<file path="src/rtl/counter_pkg.sv">
// Shared constants and helpers for the extended up/down counter family.
package counter_pkg;

  localparam int unsigned MODE_WRAP     = 0;
  localparam int unsigned MODE_SATURATE = 1;

  localparam logic DIR_DOWN = 1'b0;
  localparam logic DIR_UP   = 1'b1;

  localparam int unsigned CLAMP_W = 32;

  // Limit a requested load value to the counter's modulus-1.
  function automatic logic [CLAMP_W-1:0] clamp_load(input logic [CLAMP_W-1:0] value,
                                                    input logic [CLAMP_W-1:0] max);
    return (value > max) ? max : value;
  endfunction

endpackage

</file>
<file path="src/rtl/tick_gen.sv">
// Prescaler: emits a one-cycle step strobe every PRESCALE enabled cycles.
module tick_gen #(
  parameter int unsigned PRESCALE = 1
) (
  input  logic clk,
  input  logic rst_n,
  input  logic en,
  input  logic clear,
  output logic step_c
);

  if (PRESCALE <= 1) begin : g_direct
    // Every enabled cycle steps, so no phase needs to be stored.
    logic unused_clk_rst;
    assign unused_clk_rst = &{1'b0, clk, rst_n};
    assign step_c = en && !clear;
  end else begin : g_div
    localparam int unsigned PW = $clog2(PRESCALE);
    localparam logic [PW-1:0] LAST = PW'(PRESCALE - 1);

    logic [PW-1:0] pre_q;

    assign step_c = en && !clear && (pre_q == LAST);

    always_ff @(posedge clk) begin
      if (!rst_n) begin
        pre_q <= '0;
      end else if (clear) begin
        pre_q <= '0;
      end else if (en) begin
        pre_q <= step_c ? '0 : pre_q + PW'(1);
      end
    end
  end

endmodule

</file>
<file path="src/rtl/updown_counter_ext.sv">
// Parametrised up/down counter with modulus, wrap/saturate, prescaler, load, tc and sticky flags.
module updown_counter_ext
  import counter_pkg::*;
#(
  parameter int unsigned DATA_WIDTH  = 4,
  parameter int unsigned MAX_COUNT   = 2**DATA_WIDTH - 1,
  parameter int unsigned PRESCALE    = 1,
  parameter int unsigned SATURATE    = MODE_WRAP,
  parameter int unsigned RESET_VALUE = 0
) (
  input  logic                  clk,
  input  logic                  rst_n,
  input  logic                  en,
  input  logic                  direction,
  input  logic                  load,
  input  logic [DATA_WIDTH-1:0] load_value,
  input  logic                  clr_flags,
  output logic [DATA_WIDTH-1:0] count,
  output logic                  tc,
  output logic                  ovf,
  output logic                  udf
);

  localparam logic [DATA_WIDTH-1:0] MAX_V = DATA_WIDTH'(MAX_COUNT);
  localparam logic [DATA_WIDTH-1:0] RST_V = DATA_WIDTH'(RESET_VALUE);
  localparam logic                  SAT   = (SATURATE == MODE_SATURATE);

  logic                  step_c;
  logic [DATA_WIDTH-1:0] count_q, count_d;
  logic                  tc_q, tc_d;
  logic                  ovf_q, ovf_d;
  logic                  udf_q, udf_d;

  tick_gen #(.PRESCALE(PRESCALE)) u_tick_gen (
    .clk    (clk),
    .rst_n  (rst_n),
    .en     (en),
    .clear  (load),
    .step_c (step_c)
  );

  // Next count and flags; boundary is checked before the arithmetic so no carry escapes.
  always_comb begin
    count_d = count_q;
    tc_d    = 1'b0;
    ovf_d   = ovf_q && !clr_flags;
    udf_d   = udf_q && !clr_flags;

    if (load) begin
      count_d = DATA_WIDTH'(clamp_load(CLAMP_W'(load_value), CLAMP_W'(MAX_COUNT)));
    end else if (step_c) begin
      if (direction == DIR_UP) begin
        if (count_q == MAX_V) begin
          count_d = SAT ? MAX_V : '0;
          tc_d    = 1'b1;
          ovf_d   = 1'b1;
        end else begin
          count_d = count_q + DATA_WIDTH'(1);
        end
      end else begin
        if (count_q == '0) begin
          count_d = SAT ? '0 : MAX_V;
          tc_d    = 1'b1;
          udf_d   = 1'b1;
        end else begin
          count_d = count_q - DATA_WIDTH'(1);
        end
      end
    end
  end

  always_ff @(posedge clk) begin
    if (!rst_n) begin
      count_q <= RST_V;
      tc_q    <= 1'b0;
      ovf_q   <= 1'b0;
      udf_q   <= 1'b0;
    end else begin
      count_q <= count_d;
      tc_q    <= tc_d;
      ovf_q   <= ovf_d;
      udf_q   <= udf_d;
    end
  end

  assign count = count_q;
  assign tc    = tc_q;
  assign ovf   = ovf_q;
  assign udf   = udf_q;

endmodule

</file>
<file path="config.mk">
export PLATFORM = sky130hd
export DESIGN_NAME = updown_counter_ext
export DESIGN_NICKNAME = d
export VERILOG_FILES = /design/src/rtl/counter_pkg.sv /design/src/rtl/tick_gen.sv /design/src/rtl/updown_counter_ext.sv
export SDC_FILE = /design/constraint.sdc
export NUM_CORES = 1
export LEC_CHECK = 0
export CORE_AREA = 2 2 39 41
export CTS_CLUSTER_SIZE = 28
export DETAILED_ROUTE_END_ITERATION = 16
export DIE_AREA = 0 0 41 43
export PLACE_DENSITY = 0.7
export SYNTH_ARGS = -nofsm -noshare
export SYNTH_HDL_FRONTEND = slang
export SYNTH_HIERARCHICAL = 1
export SYNTH_SLANG_ARGS = --single-unit
</file>
<file path="constraint.sdc">
create_clock -name clk -period 3.1 [get_ports clk]
set_clock_uncertainty 0.05 [all_clocks]
set_input_delay 0.465 -clock clk [delete_from_list [all_inputs] [get_ports clk]]
set_output_delay 0.465 -clock clk [all_outputs]
set_load 0.005 [all_outputs]
</file>
==> metrics.md <==
| Metric | Value |
|---|---|
| Status | completed |
| Largest family of logic cells by synthesized area | simple AND/OR/NAND/NOR gates |
| Worst r2r src | count[0] |
| Synth Cell Area | ~450 um2 |
| TNS Setup | 0 ns |
| Initial antenna violation count | 0 |
| Relative slew slack | 0.7636 |
| Fillers | between 100 and 150 |
| Met2 Usage GRT | 0.2031 |
| Num rows | 14 |
| DR vias | 443 |
| Leakage | between 0.2 and 0.3 nW |
| Gr ovfl total | 0 |
| Worst EP arrival | about 1.3 ns |
| Synthesized Nets | 67 |
| Cell area power density | approximately 360 nW/um2 |
| Worst Path Required | between 2 and 3 ns |
| DIE WIDTH | a little over 40 um |
| Max stage delay on crit path | 0.56 ns |
| Area Growth Syn to Fin | 45.51% |
| Register area share after synthesis | 0.3146 |
| Reg2reg setup slack | 1.53 ns |
| CP max stage cell | clkdlybuf4s50_1 |
| Crit-path cells | clkdlybuf4s50_1 |
| Routed WL per cell | 10.01 um |
| Hold slack final | approximately 0.44 ns |
| Synth Area per Inst | about 8 um2 |
| Post-DRT Antenna Nets | 0 |
| Measured slew at the worst slew-check pin | around 0.35 ns |
| Layout cell share with drive strength beyond 1 | 0.1216 |
| Crit-path max FO | 8 |
| CTS clk-pin slew, worst paths | about 0.050 ns |
| RD Place Congestion | between 0.7 and 0.8 |
| First-pass GRT wire length | approximately 1600 um |
| Total CTS buffers | 3 |
| DP Area | around 620 um2 |
| Die area | ~1800 um2 |
| I/O pins | 17 |
| Synthesized netlist cell count | 55 |
| Initial Util | 0.3219 |
| DRT iter0 DRCs | 9 |
| Worst r2r path cells | 5 |
| Total track usage | 0.1370 |
| Compound-Gate Fraction of Synth Area | 0.2051 |
| Detailed-route DRC error count | 0 |
| Critical R2R Capture | count[3] |
| Grt met3 use | 0.09424 |
| Met1 Use GR | 0.1526 |
| TritonRoute pass-1 iters | 5 |
| Final setup violation count | 0 |
| Final WL | about 900 um |
| Final Cell Area | 648.1 um2 |
| Ant diodes | 0 |
| # port buffers | 16 |
| Crit Path Class | reg -> out |
| WHS Endpoint | ovf |
| Post-CTS Setup Bufs | 0 |
| Type of origin of the critical path | flip-flop |
| PostCTS Resize Cnt | 0 |
| Max VDD drop | roughly 0.25 mV |
| Period minus WS final | approximately 1.8 ns |
| Prevailing post-synth register cell | dfxtp_1 |
| WP buf/inv | 1 |
| Die Ht | around 43 um |
| Yosys top cell area share | 0.3146 |
| Period utilization | 0.5800 |
| Clock latency on the worst-skew pair | roughly 0.25 ns |
| Max Fclk | between 500 and 600 MHz |
| Vias per cell | 4.922 |
| Crit path max-delay family | buffers and inverters |
| Number of cells after detailed placement | 86 |
| Final cell count without fillers | 90 |
| Area share of and/or/nand/nor cells after synthesis | 0.2865 |
| H-tree depth | 1 |
| Hold_sp | ovf |
| Post-synth EDFFs | 0 |
| Post-synth ARST share | 0 |
| Largest cells by area after synthesis | dfxtp_1 31%, a21oi_1 7.9%, ha_1 5.6%, inv_1 4.2%, nor2_1 4.2% |
| Hold_buf cts | 0 |
| Max cap viols | 0 |
| Clock Sinks | 7 |
| Core Box Area | about 1400 um2 |
| Post-Synth Adder-Cell Area | 0.05618 |
| Slew Limit Fails | 0 |
| Worst hold path type | reg -> reg |
| Setup crit end kind | output port |
| Min-Delay Path Depth | 2 |
| Largest net degree at the start of global routing | 11 |
| Fin. Hold Viols | 0 |
| Vias in the first global route | 415 |
| Yosys reg bits | 7 |
| RSZ-0062 raised after global routing | no |
| Yosys cell types | 29 |
| GRT Max-Usage Layer | met2 |
| Mux contribution to synthesized area | 0.04775 |
| Net count, final | 87 |
| Largest area contributor in the netlist | dfxtp_1 |
| CTS tree | yes |
| CTS max path bufs | 2 |
| XOR/XNOR Fraction of Synth Area | 0.03933 |
| Synth warnings | 6 |
| Hpwl dp | approximately 730 um |
| Root Driver | clkbuf_4 |
[synth_stat cells (all sizes together) (2+ instances only)]
cell / number
o21ai: 3
nand3: 2
nand2: 5
a21oi: 8
nor2: 5
inv: 5
dfxtp: 7
ha: 2
[flip-flops by register name, summed over array words and instances, names as in the netlist]
signal,count
count,4
ovf,1
tc,1
udf,1
[cell usage in the layout, fill, tap and decap left out, types with 2 or more instances in the layout]
cell type	instances
ha_1	2
dfxtp_1	7
o21ai_0	3
nand2_1	4
clkbuf_4	3
a21oi_1	7
inv_1	5
clkdlybuf4s50_1	16
nor2_1	5
[cell families (layout without fill, tap and decap cells)]
group | after synthesis | in the layout
compound gates | 15 | 15
mux | 2 | 2
xor+xnor | 2 | 2
flops | 7 | 7
buf+inv | 6 | 25
simple gates | 21 | 21
fa+ha+maj | 2 | 2
[how the worst max path moves through the flow]
stage	endpoint	slack, ns	start	cells after the start
after floorplan	count[0]	1.66	count[0]	6
after global placement	count[0]	1.18	direction	5
after detailed placement	count[3]	1.13	load	5
after CTS	count[0]	1.29	count[0]	1
after global routing	count[0]	1.23	count[0]	1
final	count[0]	1.30	count[0]	1
[through the flow]
step                      total power [mW]  utilization  setup WS (ns)
after detailed placement            0.1592       0.4494          1.129
after global routing                0.2587       0.4684          1.227
after global placement              0.1590       0.4494          1.177
after CTS                           0.2403       0.4684          1.287
final                               0.2364       0.4684          1.302
after floorplan                     0.1326            -          1.663
[layer usage]
| layer | vias up | wire length [um] | part of all wire |
|---|---|---|---|
| met5 | - | 0 | 0 |
| met4 | 0 | 0 | 0 |
| met3 | 0 | 69 | 0.077 |
| met2 | 18 | 439 | 0.49 |
| met1 | 196 | 392 | 0.44 |
| li1 | 229 | - | - |
[layout make-up]
| type | instances | area [um2] | share of cell area |
|---|---|---|---|
| clock buffer | 4 | 26.28 | 0.04054 |
| inverter | 5 | 18.77 | 0.02896 |
| multi-input combinational | 42 | 282.8 | 0.4363 |
| sequential | 7 | 140.1 | 0.2162 |
| tap | 16 | 20.02 | 0.03089 |
| timing repair buffer | 16 | 160.2 | 0.2471 |
[power breakdown]
part | switching (mW) | leakage, nW | internal, mW
Sequential | 0.00838 | 0.0573 | 0.0944
Combinational | 0.0205 | 0.186 | 0.0338
Clock | 0.0305 | 0.0150 | 0.0489
(Power assumes the default switching activity.)
==> patch 1 (config.mk and constraints unchanged) <==
Register the inputs `en`, `direction`, `load`, `load_value` and `clr_flags` before use, cleared by the reset. The logic sees them one clock later.
--- a/src/rtl/updown_counter_ext.sv
+++ b/src/rtl/updown_counter_ext.sv
@@ -26,4 +26,26 @@
   localparam logic                  SAT   = (SATURATE == MODE_SATURATE);
 
+  logic en_q;
+  logic direction_q;
+  logic load_q;
+  logic [DATA_WIDTH-1:0] load_value_q;
+  logic clr_flags_q;
+
+  always_ff @(posedge clk) begin
+    if (!rst_n) begin
+      en_q         <= '0;
+      direction_q  <= '0;
+      load_q       <= '0;
+      load_value_q <= '0;
+      clr_flags_q  <= '0;
+    end else begin
+      en_q         <= en;
+      direction_q  <= direction;
+      load_q       <= load;
+      load_value_q <= load_value;
+      clr_flags_q  <= clr_flags;
+    end
+  end
+
   logic                  step_c;
   logic [DATA_WIDTH-1:0] count_q, count_d;
@@ -35,6 +57,6 @@
     .clk    (clk),
     .rst_n  (rst_n),
-    .en     (en),
-    .clear  (load),
+    .en     (en_q),
+    .clear  (load_q),
     .step_c (step_c)
   );
@@ -44,11 +66,11 @@
     count_d = count_q;
     tc_d    = 1'b0;
-    ovf_d   = ovf_q && !clr_flags;
-    udf_d   = udf_q && !clr_flags;
+    ovf_d   = ovf_q && !clr_flags_q;
+    udf_d   = udf_q && !clr_flags_q;
 
-    if (load) begin
-      count_d = DATA_WIDTH'(clamp_load(CLAMP_W'(load_value), CLAMP_W'(MAX_COUNT)));
+    if (load_q) begin
+      count_d = DATA_WIDTH'(clamp_load(CLAMP_W'(load_value_q), CLAMP_W'(MAX_COUNT)));
     end else if (step_c) begin
-      if (direction == DIR_UP) begin
+      if (direction_q == DIR_UP) begin
         if (count_q == MAX_V) begin
           count_d = SAT ? MAX_V : '0;
Behaviour: not the same (Yosys sat finds a counterexample within 4 cycles, from zero or initial values and one cycle with rst_n low).
==> patch 1 against the unedited design <==
Power is 67% higher; global-route usage is 2.2 points higher; synthesized area is 53% higher; combinational power is 25% higher; sequential cell count is 8 higher; cell area is 34% higher; wire length is 20% higher; worst setup slack worse by 30 ps; critical path type unchanged; largest cell class unchanged; largest power group unchanged.
==> patch 1: results (changes against the unedited design) <==
| Metric | Value |
|---|---|
| Last weighted congestion value of the routability-driven placer | `0.672 (was 0.790)` |
| Final non-filler cell total | `103 (was 90)` |
| Router iterations before antenna repair | `4 (was 5)` |
| Worst skew pair latency | `270 ps (was 250 ps)` |
| Worst Reg-to-Reg Cells | `6 (was 5)` |
| Synth Net Count | `82 (was 67)` |
| P_int | `298 uW (was 177 uW)` |
| Max IR drop VDD | `265 uV (was 250 uV)` |
| Distinct cells, synth | `31 (was 29)` |
| Adder-cell area share of the yosys netlist | `0.0367 (was 0.0562)` |
| Commonest cells post-synth | `dfxtp_1, and2_1, inv_1, nand2b_1 (was a21oi_1, dfxtp_1, inv_1, nor2_1, nand2_1)` |
| Routed WL | `1.08 mm (was 901 um)` |
| Layout cells sized above 1 | `0.0805 (was 0.122)` |
| Status | `finished clean (unchanged)` |
| Leak | `0.334 nW (was 0.259 nW)` |
| Mux cell area share after synthesis | `0.0312 (was 0.0478)` |
| CP max FO | `9 (was 8)` |
| DR iter-0 viols | `3 (was 9)` |
| Compound-Gate Fraction of Synth Area | `0.176 (was 0.205)` |
| Largest net degree at the start of global routing | `16 (was 11)` |
| # fillers | `128 (was 143)` |
| Vias in the first global route | `444 (was 415)` |
| DP Cell Count | `99 (was 86)` |
| DP Wirelength | `782 um (was 731 um)` |
| GRT Resource Usage Total | `0.159 (was 0.137)` |
| DR vias | `520 (was 443)` |
| HP Start | `udf$_SDFF_PN0_ (was ovf$_SDFF_PN0_)` |
| Arr. time, crit path | `1310 ps (was 1280 ps)` |
| Clk slew on worst S/H paths | `90 ps (was 50 ps)` |
| Flop-to-flop setup slack | `1440 ps (was 1530 ps)` |
| Worst slew pin tran | `390 ps (was 353 ps)` |
| Reg-to-reg endpoint | `tc$_SDFF_PP0_ (was count[3]$_SDFFE_PN0P_)` |
| Avg Synthesized Cell Area | `9.74 um^2 (was 8.10 um^2)` |
| Synth area leaders | `dfxtp_1, and2_1, ha_1 (was dfxtp_1, a21oi_1, ha_1)` |
[patch 1: cell families after synthesis]
family | count (synthesis)
simple gates | 26
compound gates | 16
flops | 15
buf+inv | 7
xor+xnor | 2
mux | 2
fa+ha+maj | 2
[patch 1: worst max-delay path by stage]
| stage | end | startpoint | slack, ps |
|---|---|---|---|
| CTS | count[0] | count[0]$_SDFFE_PN0P_ | 1270 |
| floorplan | tc$_SDFF_PP0_ | count[0]$_SDFFE_PN0P_ | 1550 |
| detailed placement | count[3]$_SDFFE_PN0P_ | rst_n | 1460 |
| finish | count[3] | count[3]$_SDFFE_PN0P_ | 1270 |
| global route | count[0] | count[0]$_SDFFE_PN0P_ | 1210 |
| global placement | count[3]$_SDFFE_PN0P_ | rst_n | 1450 |
[patch 1: through the flow]
step                      area (um^2)  hold WS [ps]  setup slack (ps)   util
after floorplan                   682           415              1550      -
after global placement            843           409              1450  0.609
after detailed placement          843           412              1460  0.609
after CTS                         870           424              1270  0.628
after global routing              870           448              1210  0.628
final                             870           421              1270  0.628
[patch 1: cell type report]
class	count	area share
clock buffers	4	0.0302
inverters	4	0.0173
well taps	16	0.0230
flip-flops and latches	15	0.345
repair buffers	16	0.184
multi-input cells	48	0.400
[patch 1: power groups by stage]
stage / Clock, mW / Sequential (mW) / Combinational [mW]
after global placement: 0 / 0.223 / 0.0673
after global routing: 0.120 / 0.222 / 0.0767
final: 0.107 / 0.220 / 0.0678
after detailed placement: 0 / 0.224 / 0.0680
after floorplan: 0 / 0.219 / 0.0441
after CTS: 0.111 / 0.219 / 0.0683
[patch 1: layer usage]
metal,track usage,share of wire,up-vias
met5,0,0,-
met4,0.0800,0.0083,0
met3,0.0471,0.043,2
met2,0.219,0.45,11
met1,0.220,0.50,227
li1,-,-,280
==> patch 2 (config.mk and constraints unchanged) <==
Without the edit above. Change the parameter `DATA_WIDTH` from 4 to 5.
--- a/src/rtl/updown_counter_ext.sv
+++ b/src/rtl/updown_counter_ext.sv
@@ -3,5 +3,5 @@
   import counter_pkg::*;
 #(
-  parameter int unsigned DATA_WIDTH  = 4,
+  parameter int unsigned DATA_WIDTH  = 5,
   parameter int unsigned MAX_COUNT   = 2**DATA_WIDTH - 1,
   parameter int unsigned PRESCALE    = 1,
Interface: changed (resized count and load_value); port bits go from 17 to 19. No check against the original RTL was run, so the function may have changed too.
==> patch 2 against the unedited design <==
Synthesized area increased by 30%; power up 18%; global-route usage grew 5.5 points; wire length up 44%; via count increased by 28%; utilization is 9.0 points higher; cell area up 19%; critical path depth grew 4; sequential share of layout area is 0.91 points lower; worst setup slack lost 150 ps; sequential cell count is 1 higher; first-iteration DRC count shrank 78%.
==> patch 2: results (changes against the unedited design) <==
| Metric | Value |
|---|---|
| Router iterations before antenna repair | `4 (was 5)` |
| Flop-to-flop setup slack | `1430 ps (was 1530 ps)` |
| CP startpoint | `direction (was count[0]$_SDFFE_PN0P_)` |
| Synth Net Count | `85 (was 67)` |
| Synth async-reset ratio | `0 (unchanged)` |
| Arr. time, crit path | `2080 ps (was 1280 ps)` |
| DP Wirelength | `970 um (was 731 um)` |
| Max FFs per register | `5 (was 4)` |
| DR iter-0 viols | `2 (was 9)` |
| Sequential fraction of the synthesis area | `0.276 (was 0.315)` |
| Count of cells resized by post-cts repair | `0 (unchanged)` |
| CTS max path bufs | `2 (unchanged)` |
| Clk slew on worst S/H paths | `50 ps (about the same)` |
| Status | `finished clean (unchanged)` |
| Commonest cells post-synth | `dfxtp_1, inv_1, nor3_1, o21ai_0 (was a21oi_1, dfxtp_1, inv_1, nor2_1, nand2_1)` |
| Reg-to-reg endpoint | `count[3]$_SDFFE_PN0P_ (unchanged)` |
| Port bufs | `18 (was 16)` |
| Hold Path Sink | `ovf$_SDFF_PN0_ (unchanged)` |
| Clk pwr share | `0.300 (was 0.336)` |
| Worst skew pair latency | `260 ps` |
| HP Start | `ovf$_SDFF_PN0_ (unchanged)` |
| Synth area leaders | `dfxtp_1, ha_1, inv_1 (was dfxtp_1, a21oi_1, ha_1)` |
| Last weighted congestion value of the routability-driven placer | `0.820 (was 0.790)` |
| First-pass GRT wire length | `2.25 mm (was 1.59 mm)` |
| Seq pwr | `119 uW (was 103 uW)` |
| Crit Reg-Reg Startpoint | `count[0]$_SDFFE_PN0P_ (unchanged)` |
| Vias in the first global route | `529 (was 415)` |
| CP max FO | `10 (was 8)` |
| ANT cells | `0 (unchanged)` |
| Worst slew pin tran | `461 ps (was 353 ps)` |
| Final non-filler cell total | `103 (was 90)` |
| Crit end category | `flip-flop (was output port)` |
| Final period util | `0.627 (was 0.580)` |
| # fillers | `145 (was 143)` |
| Number of post-CTS setup repair buffers | `0 (unchanged)` |
| Switch Pwr | `81.7 uW (was 59.3 uW)` |
| Hold Crit Class | `reg2reg (unchanged)` |
| Placement Setup Slack | `895 ps (was 1130 ps)` |
| Hold Path Stages | `3 (was 2)` |
| Drt wl/cell | `12.6 um (was 10.0 um)` |
| Layout cells sized above 1 | `0.0805 (was 0.122)` |
| Distinct cells, synth | `32 (was 29)` |
| Leak | `0.289 nW (was 0.259 nW)` |
| DR vias | `569 (was 443)` |
| Hold Violations, Final | `0 (unchanged)` |
| Worst Reg-to-Reg Cells | `6 (was 5)` |
| TritonCTS Buffers | `3 (unchanged)` |
| Largest net degree at the start of global routing | `14 (was 11)` |
| GRT Resource Usage Total | `0.192 (was 0.137)` |
| YS warnings | `6 (unchanged)` |
| Max H-tree Level | `1 (unchanged)` |
| Avg Synthesized Cell Area | `8.16 um^2 (was 8.10 um^2)` |
| Sequential Power Share | `0.427 (was 0.435)` |
| Root Buffer | `clkbuf_4 (unchanged)` |
| Initial antenna violation count | `0 (unchanged)` |
| Max IR drop VDD | `203 uV (was 250 uV)` |
## patch 2: changes by cell type in the layout (fill, tap and decap cells not counted), moves of 2 or more
| cell | delta |
|---|---|
| a21oi_1 | -3 |
| and2_1 | +2 |
| clkdlybuf4s50_1 | +2 |
| inv_1 | +2 |
| nor2_1 | -4 |
| nor3_1 | +4 |
| o21ai_0 | +2 |
| o22ai_1 | +2 |
| xnor2_1 | +2 |
## patch 2: per-stage QoR
| step | area (um^2) | hold slack, ps |
|---|---|---|
| 2_1_floorplan | 579 | 531 |
| 3_3_place_gp | 751 | 538 |
| 3_5_place_dp | 751 | 552 |
| 4_1_cts | 773 | 561 |
| 5_1_grt | 773 | 583 |
| 6_report | 773 | 555 |
## patch 2: cell families (layout without fill, tap and decap cells)
| kind of cell | Yosys count | in the layout | synth area share |
|---|---|---|---|
| adder cells (fa/ha/maj) | 3 | 3 | 0.0648 |
| flip-flops | 8 | 8 | 0.276 |
| AO/OA/AOI/OAI | 19 | 19 | 0.225 |
| buffers and inverters | 12 | 28 | 0.0950 |
| XOR/XNOR | 4 | 4 | 0.0605 |
| AND/OR/NAND/NOR | 24 | 24 | 0.261 |
| multiplexers | 1 | 1 | 0.0173 |
## patch 2: critical path, stage by stage
cell and delay, ps:
clkdlybuf4s50_1 610, nand2b_4 240, or4_4 450, o2111a_1 150, a211oi_2 160
## patch 2: metal layers
metal  global-route usage  up-vias  routed length [um]
met1                0.244      259                 600
met5                    0        -                   0
met4                0.120        0                  40
met2                0.275       23                 573
met3               0.0471        5                  84
li1                     -      282                   -
## patch 2: layout make-up
type	instances	area (um^2)	area share
clock buffers	3	22.5	0.0291
inverters	7	26.3	0.0340
multi-input cells	51	364	0.471
flip-flops and latches	8	160	0.207
well taps	16	20.0	0.0259
repair buffers	18	180	0.233
